--- src/rtl/wb_write_queue.sv ---
// wb_write_queue: write-back FIFO feeding the register file write port, with pending-write detection.
// Define WBQ_BYPASS_EN to forward the youngest pending value to the read ports.
module wb_write_queue #(
   parameter int DEPTH = 4,
   parameter int NREG  = 16,
   parameter int DW    = 16,
   localparam int AW   = $clog2(NREG),
   localparam int PW   = $clog2(DEPTH),
   localparam int CW   = $clog2(DEPTH + 1)
) (
   input  logic          clk,
   input  logic          rst,
   input  logic          wb_valid,
   output logic          wb_ready,
   input  logic [AW-1:0] wb_reg,
   input  logic [DW-1:0] wb_data,
   input  logic          rf_busy,
   output logic [NREG-1:0] WriteReg,
   output logic [DW-1:0] D,
   input  logic [AW-1:0] rd_reg1,
   input  logic [AW-1:0] rd_reg2,
   input  logic [DW-1:0] rf_data1,
   input  logic [DW-1:0] rf_data2,
   output logic [DW-1:0] rd_data1,
   output logic [DW-1:0] rd_data2,
   output logic          pending1,
   output logic          pending2,
   output logic [CW-1:0] count
);
   logic [AW-1:0]   r_qreg  [DEPTH];
   logic [DW-1:0]   r_qdata [DEPTH];
   logic [PW-1:0]   r_head, r_tail;
   logic [CW-1:0]   r_count;
   logic [NREG-1:0] r_we;
   logic [DW-1:0]   r_d;
   logic            w_push, w_pop;
   logic [AW-1:0]   w_rreg [2];
   assign wb_ready = !rst && (r_count < CW'(DEPTH));
   // R0 writes complete the handshake but are dropped here
   assign w_push   = wb_valid && wb_ready && (wb_reg != '0);
   assign w_pop    = (r_count != '0) && !rf_busy;
   assign WriteReg = r_we;
   assign D        = r_d;
   assign count    = r_count;
   assign w_rreg[0] = rd_reg1;
   assign w_rreg[1] = rd_reg2;
   always_ff @(posedge clk) begin
      if (rst) begin
         r_head  <= '0;
         r_tail  <= '0;
         r_count <= '0;
         r_we    <= '0;
         r_d     <= '0;
      end else begin
         if (w_push) begin
            r_qreg[r_tail]  <= wb_reg;
            r_qdata[r_tail] <= wb_data;
            r_tail          <= r_tail + 1'b1;
         end
         if (w_pop) begin
            r_head <= r_head + 1'b1;
            r_we   <= NREG'(1) << r_qreg[r_head];
            r_d    <= r_qdata[r_head];
         end else begin
            r_we   <= '0;
         end
         r_count <= r_count + CW'(w_push) - CW'(w_pop);
      end
   end
   for (genvar k = 0; k < 2; k++) begin : g_port
      logic          w_pend;
`ifdef WBQ_BYPASS_EN
      logic [DW-1:0] w_fwd;
`endif
      // Scan oldest to newest so the youngest match wins; in-flight is older than any queued entry
      always_comb begin
         w_pend = r_we[w_rreg[k]];
`ifdef WBQ_BYPASS_EN
         w_fwd  = r_we[w_rreg[k]] ? r_d : ((k == 0) ? rf_data1 : rf_data2);
`endif
         for (int i = 0; i < DEPTH; i++) begin
            if ((CW'(i) < r_count) && (r_qreg[r_head + PW'(i)] == w_rreg[k])) begin
               w_pend = 1'b1;
`ifdef WBQ_BYPASS_EN
               w_fwd  = r_qdata[r_head + PW'(i)];
`endif
            end
         end
         if (w_rreg[k] == '0) w_pend = 1'b0;
      end
   end
   assign pending1 = g_port[0].w_pend;
   assign pending2 = g_port[1].w_pend;
`ifdef WBQ_BYPASS_EN
   assign rd_data1 = g_port[0].w_fwd;
   assign rd_data2 = g_port[1].w_fwd;
`else
   assign rd_data1 = rf_data1;
   assign rd_data2 = rf_data2;
`endif
endmodule

--- config.mk ---
export PLATFORM = sky130hd
export DESIGN_NAME = wb_write_queue
export DESIGN_NICKNAME = d
export VERILOG_FILES = /design/src/rtl/wb_write_queue.sv
export SDC_FILE = /design/constraint.sdc
export NUM_CORES = 1
export LEC_CHECK = 0
export CAP_MARGIN = 20
export CORE_AREA = 2 2 110 112
export CTS_CLUSTER_SIZE = 12
export DETAILED_ROUTE_END_ITERATION = 8
export DIE_AREA = 0 0 112 114
export PLACE_DENSITY = 0.79
export SETUP_SLACK_MARGIN = 0.05
export SYNTH_ARGS = -nofsm -noshare
export SYNTH_HDL_FRONTEND = slang
export SYNTH_SLANG_ARGS = --single-unit
--- constraint.sdc ---
create_clock -name clk -period 3.04 [get_ports clk]
set_input_delay 0.456 -clock clk [delete_from_list [all_inputs] [get_ports clk]]
set_output_delay 0.456 -clock clk [all_outputs]
set_load 0.005 [all_outputs]
==> results of run 1 <==
[cell type report]
type,instances,area [um^2]
Clock buffer,21,504.2
Tap cell,147,183.9
Inverter,11,42.54
Fill cell,901,4716
Sequential cell,121,3229
Timing Repair Buffer,95,909.6
Multi-Input combinational cell,225,2049
Clock inverter,11,76.32
[metal layers]
layer | vias up | wire length [um]
met5 | - | 0
met4 | 0 | 383
met3 | 39 | 704
met2 | 112 | 6146
met1 | 1737 | 4889
li1 | 1585 | -
[sequential cells by signal, indices dropped and copies added (netlist names), named ones only]
signal / flops
D: 16
count: 3
WriteReg: 16
r_head: 2
r_qreg: 16
r_qdata: 64
r_tail: 2
[kinds of logic (layout without fill, tap and decap cells)]
| group | after synthesis | after routing | share of synthesized area [%] |
|---|---|---|---|
| AO/OA/AOI/OAI | 28 | 28 | 2.826 |
| buffers and inverters | 64 | 138 | 7.418 |
| flip-flops | 121 | 121 | 56.88 |
| AND/OR/NAND/NOR | 100 | 100 | 8.169 |
| adder cells (fa/ha/maj) | 9 | 9 | 2.120 |
| multiplexers | 53 | 53 | 17.18 |
| XOR/XNOR | 35 | 35 | 5.410 |
[per-stage QoR]
step                      std cells  setup TNS (ps)  instance area (um^2)  hold slack, ps
final                           631               0                  6995           459.8
after floorplan                 410               0                  5667           452.7
after CTS                       628               0                  6942           458.7
after global placement          591          -232.6                  6300           446.5
after global routing            631          -40.28                  6995           485.8
after detailed placement        591          -313.1                  6300           448.7
[tightest hold or removal path, cell delays in order (launching register included)]
cell and delay (ps):
dfxtp_1 310, nand2_1 50, a21oi_1 50
[final timing paths]
kind                            depth (start not counted)                     end
worst max register to register                          4  r_qreg[3][1]$_DFFE_PP_
worst min register to register                          2       D[7]$_SDFFE_PP0P_
worst max-delay path                                    8                pending2
worst min-delay path                                    2       D[7]$_SDFFE_PP0P_
[layout by cell type (no fill, tap or decap), drive strengths merged, types with 8 or more instances in the layout]
cell	Yosys	final
inv	10	17
clkbuf	6	22
xor2	10	10
mux2i	14	14
ha	8	8
nand2	39	39
dfxtp	41	41
buf	47	27
clkdlybuf4s50	0	66
mux4	34	34
edfxtp	80	80
a21oi	20	20
xnor2	25	25
nor2	29	29
[timing repair]
item,CTS,global route
endpoints found under the setup margin,2,2
buffers inserted,5,1
gates resized for setup,11,7
pin swaps,3,3
hold buffers,0,0
[cell usage after synthesis, types with 2 or more instances]
cell	count	share of area, %
buf_1	5	0.33
inv_1	9	0.60
edfxtp_1	80	42
a21oi_1	20	1.8
nor4_1	4	0.44
nand2_1	39	2.6
nand4_1	3	0.33
or2_1	2	0.22
nor2b_1	4	0.44
clkbuf_1	5	0.33
xnor2_1	25	3.9
nand3_1	3	0.26
xor2_1	10	1.5
buf_6	4	0.79
mux4_2	34	14
and2_1	4	0.44
mux2i_1	12	2.1
buf_4	34	4.5
buf_2	3	0.26
mux2_2	4	0.79
nor3_1	4	0.35
dfxtp_1	41	14
nand2b_1	3	0.33
nor2_1	29	1.9
ha_1	8	1.8
mux2i_2	2	0.49
a22oi_1	2	0.26
[report_power, final]
group	internal (mW)	switching [mW]	leakage, nW	total [mW]
Sequential	1.90	0.115	1.06	2.02
Clock	1.19	0.732	0.295	1.93
Combinational	0.772	0.683	1.05	1.46
==> results.md, run 1 <==
* Syn_area_per_cell at 13.82 um^2
* Number of flops mapped to enable cells by yosys at 80
* Crit path time final at 2925 ps
* Nets at 544
* Starting Density at 48.39%
* H-tree depth at 4
* Cell Rows at 40
* Rel. slew slack at 26.37%
* Critical path fanouts, max at 7
* Slew Limit Fails at 0
* DRT Pass-1 Iters at 4
* CTS buffer count at 17
* CP delay by family, top: compound AO/OA/AOI/OAI gates
* Die W at 112 um
* Antenna violations before repair at 0
* Tightest Pin Transition at 1105 ps
* CP Cell Sequence: buf_6 > mux4_2 > xnor2_2 > nand4_1 > a311oi_2 > a41oi_1 > a21oi_1 > buf_2
* Library cells used by synthesis at 44
* Synth Instances at 410
* Setup slack after layout at 115.1 ps
* Ys flop type: edfxtp_1
* All-layer global routing usage at 19.52%
* Final total power at 5.399 mW
* Reg clk slew, reported paths at 50 ps
* Critical-path top delay cell: mux4_2
* Hpwl dp at 8.048 mm
* IO Port Bufs at 69
* First-pass GRT wire length at 19.07 mm
* Max-cap violations at 0
* Min-delay src: D[7]$_SDFFE_PP0P_
* Crit path from: r_head[0]$_SDFFE_PP0P_
* Drt total wl at 12.12 mm
* Average wire per standard cell at 19.21 um
* Maximum clock path buffer count at 2
* Routed via count at 3473
* Syn_nets at 483
* Final hold vios at 0
* CTS tree: done
* Yosys warns at 0
* Power density cells at 771.8 mW/mm^2
* Synth async-reset ratio at 0%
* Setup CP Type: flop to primary output
* Core Footprint at 0.01171 mm^2
* Layout cell share with drive strength beyond 1 at 22.73%
* Core Util, Final at 59.73%
* Reg2Reg Setup Slack at 830 ps
* Yosys reg bits at 121
* Worst path arrival time at 2470 ps
* Post-Syn Area at 0.005667 mm^2
* Drt initial violations at 249
* Total grt overflow at 0
* Max incr delay on CP at 540 ps
* Leakage power at 2.407 nW
* Area of the die at 0.01277 mm^2
* Boundary pin count at 134
* Clk Latency, worst-skew pair at 410 ps
* Worst R2R Start: count[2]$_SDFF_PP0_
* Worst ir drop on vdd at 0.4873 mV
* Grt met3 use at 4.888%
* Worst path bufs/invs at 2
* Top Usage Layer GRT: met2
* Largest net degree at the start of global routing at 28
* Sequential area share after synthesis at 56.88%
* Post-DRT Antenna Nets at 0
* RSZ-0062 raised after global routing: true
* Root Buffer: clkbuf_16
* Antenna cell count at 0
* Die Span Y at 114 um
* Clock Skew at 12.38 ps
* Setup violators final at 0
* Tcrit/Tclk final at 96.21%
* Avg Vias per Cell at 5.504
* Routability cong. at 0.9039
* Critical Path RT at 2580 ps
* GR Layer Usage met2 at 33.86%
* DRC Markers at 0
* Vias in the first global route at 3607
* F_max at 341.9 MHz
* Startpoint types: flop
* Syn-to-layout area delta at 23.45%
* Hold Crit Class: flop to flop
* M1 GR Usage at 23.30%
* Critical path endpoint category: primary output
* Clk sinks at 121
* Outcome: finished, final reports clean
* Setup Slack @ Placement at -228.7 ps
No activity file was read; power rests on OpenSTA's default activity.
==> inputs of run 2 (changes only) <==
--- a/config.mk
+++ b/config.mk
@@ -6,12 +6,14 @@
 export NUM_CORES = 1
 export LEC_CHECK = 0
 export CAP_MARGIN = 20
-export CORE_AREA = 2 2 110 112
+export CORE_AREA = 2 2 109 111
+export CTS_BUF_LIST = sky130_fd_sc_hd__clkbuf_8
 export CTS_CLUSTER_SIZE = 12
 export DETAILED_ROUTE_END_ITERATION = 8
-export DIE_AREA = 0 0 112 114
-export PLACE_DENSITY = 0.79
+export DIE_AREA = 0 0 111 113
+export PLACE_DENSITY = 0.8
 export SETUP_SLACK_MARGIN = 0.05
 export SYNTH_ARGS = -nofsm -noshare
 export SYNTH_HDL_FRONTEND = slang
 export SYNTH_SLANG_ARGS = --single-unit
+export TNS_END_PERCENT = 100
==> run 2 against run 1 <==
Net effect: critical path depth is the same; register-to-register slack got worse by 50 ps; first-iteration DRC count shrank 15%; power is 11% lower; sequential power about the same; die area fell by 1.8%; combinational power is 3% higher; worst setup slack better by 74 ps; non-clock buffer count grew 3; critical endpoint unchanged; largest cell class unchanged; routed wire length is 3.2% lower; utilization up 0.72 points; global-route usage up 0.35 points.
==> results.md, run 2 (same netlist as run 1, synthesis figures left out) <==
* Crit path from: r_head[0]$_SDFFE_PP0P_ (unchanged)
* Layout cell share with drive strength beyond 1 at 23.82% (was 22.73%)
* Post-DRT Antenna Nets at 0 (unchanged)
* Min Hold Slack at 456.2 ps (was 459.8 ps)
* Avg Vias per Cell at 5.489 (was 5.504)
* Reg2reg path depth at 11 (was 4)
* Top Usage Layer GRT: met2 (unchanged)
* GR Layer Usage met2 at 34.27% (was 33.86%)
* H-tree depth at 4 (unchanged)
* Nets at 547 (was 544)
* M1 GR Usage at 22.97% (was 23.30%)
* Worst ir drop on vdd at 0.4129 mV (was 0.4873 mV)
* Die W at 111 um (was 112 um)
* Min-delay src: D[8]$_SDFFE_PP0P_ (was D[7]$_SDFFE_PP0P_)
* Drt total wl at 11.73 mm (was 12.12 mm)
* Core Footprint at 0.01127 mm^2 (was 0.01171 mm^2)
* Clk Latency, worst-skew pair at 410 ps (about the same)
* Clk sinks at 121 (unchanged)
* Setup TNS at 0 ps (unchanged)
* Average wire per standard cell at 18.62 um (was 19.21 um)
* Rel. slew slack at 29.41% (was 26.37%)
* Critical-path top delay cell: mux4_2 (unchanged)
* Routability cong. at 0.8775 (was 0.9039)
* F_max at 350.8 MHz (was 341.9 MHz)
* First-pass GRT wire length at 19.11 mm (was 19.07 mm)
* CTS Hold Buffers Added at 0 (unchanged)
* Antenna violations before repair at 0 (unchanged)
* Max incr delay on CP at 540 ps (about the same)
* Setup violators final at 0 (unchanged)
* Max reg flops at 64 (unchanged)
* CTS buffer count at 17 (unchanged)
* Tcrit/Tclk final at 93.78% (was 96.21%)
* Most common cell after layout, fill and taps aside: edfxtp_1 (unchanged)
* Reg2Reg Setup Slack at 780 ps (was 830 ps)
* Worst path arrival time at 2390 ps (was 2470 ps)
* Critical path endpoint category: primary output (unchanged)
* Most frequent cells in the layout: 80 x edfxtp_1, 66 x clkdlybuf4s50_1, 39 x nand2_1 (unchanged)
* CP Cell Sequence: buf_4 > mux4_2 > xnor2_2 > nand4_1 > a311oi_2 > a41oi_1 > a21oi_1 > clkbuf_2 (was buf_6 > mux4_2 > xnor2_2 > nand4_1 > a311oi_2 > a41oi_1 > a21oi_1 > buf_2)
* Maximum clock path buffer count at 2 (unchanged)
* Routed via count at 3458 (was 3473)
* Hold Path Sink: D[8]$_SDFFE_PP0P_ (was D[7]$_SDFFE_PP0P_)
* Hold path depth at 2 (unchanged)
* All-layer global routing usage at 19.86% (was 19.52%)
* Slew Limit Fails at 0 (unchanged)
* Startpoint types: flop (unchanged)
* Reg with most FFs: r_qdata (unchanged)
* Power density cells at 708.2 mW/mm^2 (was 771.8 mW/mm^2)
* Total grt overflow at 0 (unchanged)
* Grt met3 use at 6.267% (was 4.888%)
* Setup CP Type: flop to primary output (unchanged)
* Largest net degree at the start of global routing at 28 (unchanged)
* IO Port Bufs at 69 (unchanged)
* Leakage power at 2.334 nW (was 2.407 nW)
* Antenna cell count at 0 (unchanged)
* Root Buffer: clkbuf_8 (was clkbuf_16)
* Syn-to-layout area delta at 20.25% (was 23.45%)
* Max-cap violations at 0 (unchanged)
* Vias in the first global route at 3737 (was 3607)
* CTS tree: done (unchanged)
* Boundary pin count at 134 (unchanged)
* DRT Pass-1 Iters at 4 (unchanged)
* Die Span Y at 113 um (was 114 um)
* Critical path fanouts, max at 4 (was 7)
* RR Endpoint: count[2]$_SDFF_PP0_ (was r_qreg[3][1]$_DFFE_PP_)
* Fill cell count at 833 (was 901)
* Critical Path RT at 2580 ps (about the same)
* Clock Skew at 8.742 ps (was 12.38 ps)
* Drt initial violations at 211 (was 249)
* Worst R2R Start: count[2]$_SDFF_PP0_ (unchanged)
* Starting Density at 50.27% (was 48.39%)
* Area of the die at 0.01254 mm^2 (was 0.01277 mm^2)
* DRC Markers at 0 (unchanged)
* Tightest Pin Transition at 1059 ps (was 1105 ps)
* Outcome: finished, final reports clean (unchanged)
* RSZ-0062 raised after global routing: true (unchanged)
* Final hold vios at 0 (unchanged)
* Reg clk slew, reported paths at 60 ps (was 50 ps)
* Crit path time final at 2851 ps (was 2925 ps)
* Cell Rows at 39 (was 40)
* Hpwl dp at 8.051 mm (was 8.048 mm)
* Hold Crit Class: flop to flop (unchanged)
-- run 2: layer usage --
metal  routed length (um)  part of all wire, %  up-vias
li1                     -                    -     1586
met1                 4582                   39     1715
met2                 6091                   52      127
met3                  705                  6.0       30
met4                  351                  3.0        0
met5                    0                    0        -
-- run 2: worst max-delay path by stage --
stage,end,slack [ps],cells past startpoint
global route,pending1,60,8
detailed placement,pending2,-240,8
CTS,pending1,60,10
finish,pending2,190,8
floorplan,count[1]$_SDFF_PP0_,630,9
global placement,pending2,-160,8
-- run 2: timing repair --
| item | CTS | global route |
|---|---|---|
| setup buffers | 7 | 1 |
| gates resized for setup | 8 | 15 |
| endpoints found under the setup margin | 2 | 2 |
| endpoints found under the hold margin | 0 | 0 |
| pin swaps | 2 | 7 |
-- run 2: critical path: cells and delay by family, from the launching register on --
| family | cells | cell delay (ps) |
|---|---|---|
| AOI/OAI and AO/OA | 3 | 520 |
| xor gates and xnor gates | 1 | 180 |
| buffers and inverters | 2 | 230 |
| DFF | 1 | 360 |
| muxes | 1 | 540 |
| and+or+nand+nor | 1 | 160 |
-- run 2: final cells by class --
type	instances	area [um^2]	share of cell area (%)
Sequential cell	121	3229	47.39
Multi-Input combinational cell	225	2083	30.57
Timing Repair Buffer	98	900.9	13.22
Clock buffer	22	302.8	4.444
Tap cell	143	178.9	2.626
Clock inverter	10	76.32	1.120
Inverter	11	42.54	0.6243
-- run 2: through the flow --
step | setup slack [ps] | cell area (um^2) | total power [mW] | util (%) | std cells
6_report | 189.2 | 6814 | 4.825 | 60.45 | 630
5_1_grt | 64.96 | 6814 | 5.103 | 60.45 | 630
4_1_cts | 57.55 | 6751 | 4.840 | 59.90 | 629
3_5_place_dp | -240.7 | 6317 | 3.456 | 56.04 | 590
3_3_place_gp | -164.6 | 6317 | 3.416 | 56.04 | 590
2_1_floorplan | 630.0 | 5667 | 3.028 | - | 410
-- run 2: where the power goes --
group	total (mW)	switching (mW)	internal, mW
Combinational	1.51	0.707	0.800
Clock	1.32	0.578	0.741
Sequential	2.00	0.0972	1.90
==> inputs of run 3 (changes only) <==
--- a/config.mk
+++ b/config.mk
@@ -16,4 +16,4 @@
 export SYNTH_ARGS = -nofsm -noshare
 export SYNTH_HDL_FRONTEND = slang
 export SYNTH_SLANG_ARGS = --single-unit
-export TNS_END_PERCENT = 100
+export TNS_END_PERCENT = 1
==> results of run 3 <==
Same layout as run 2: the final DEF is identical, and so are final timing and power.
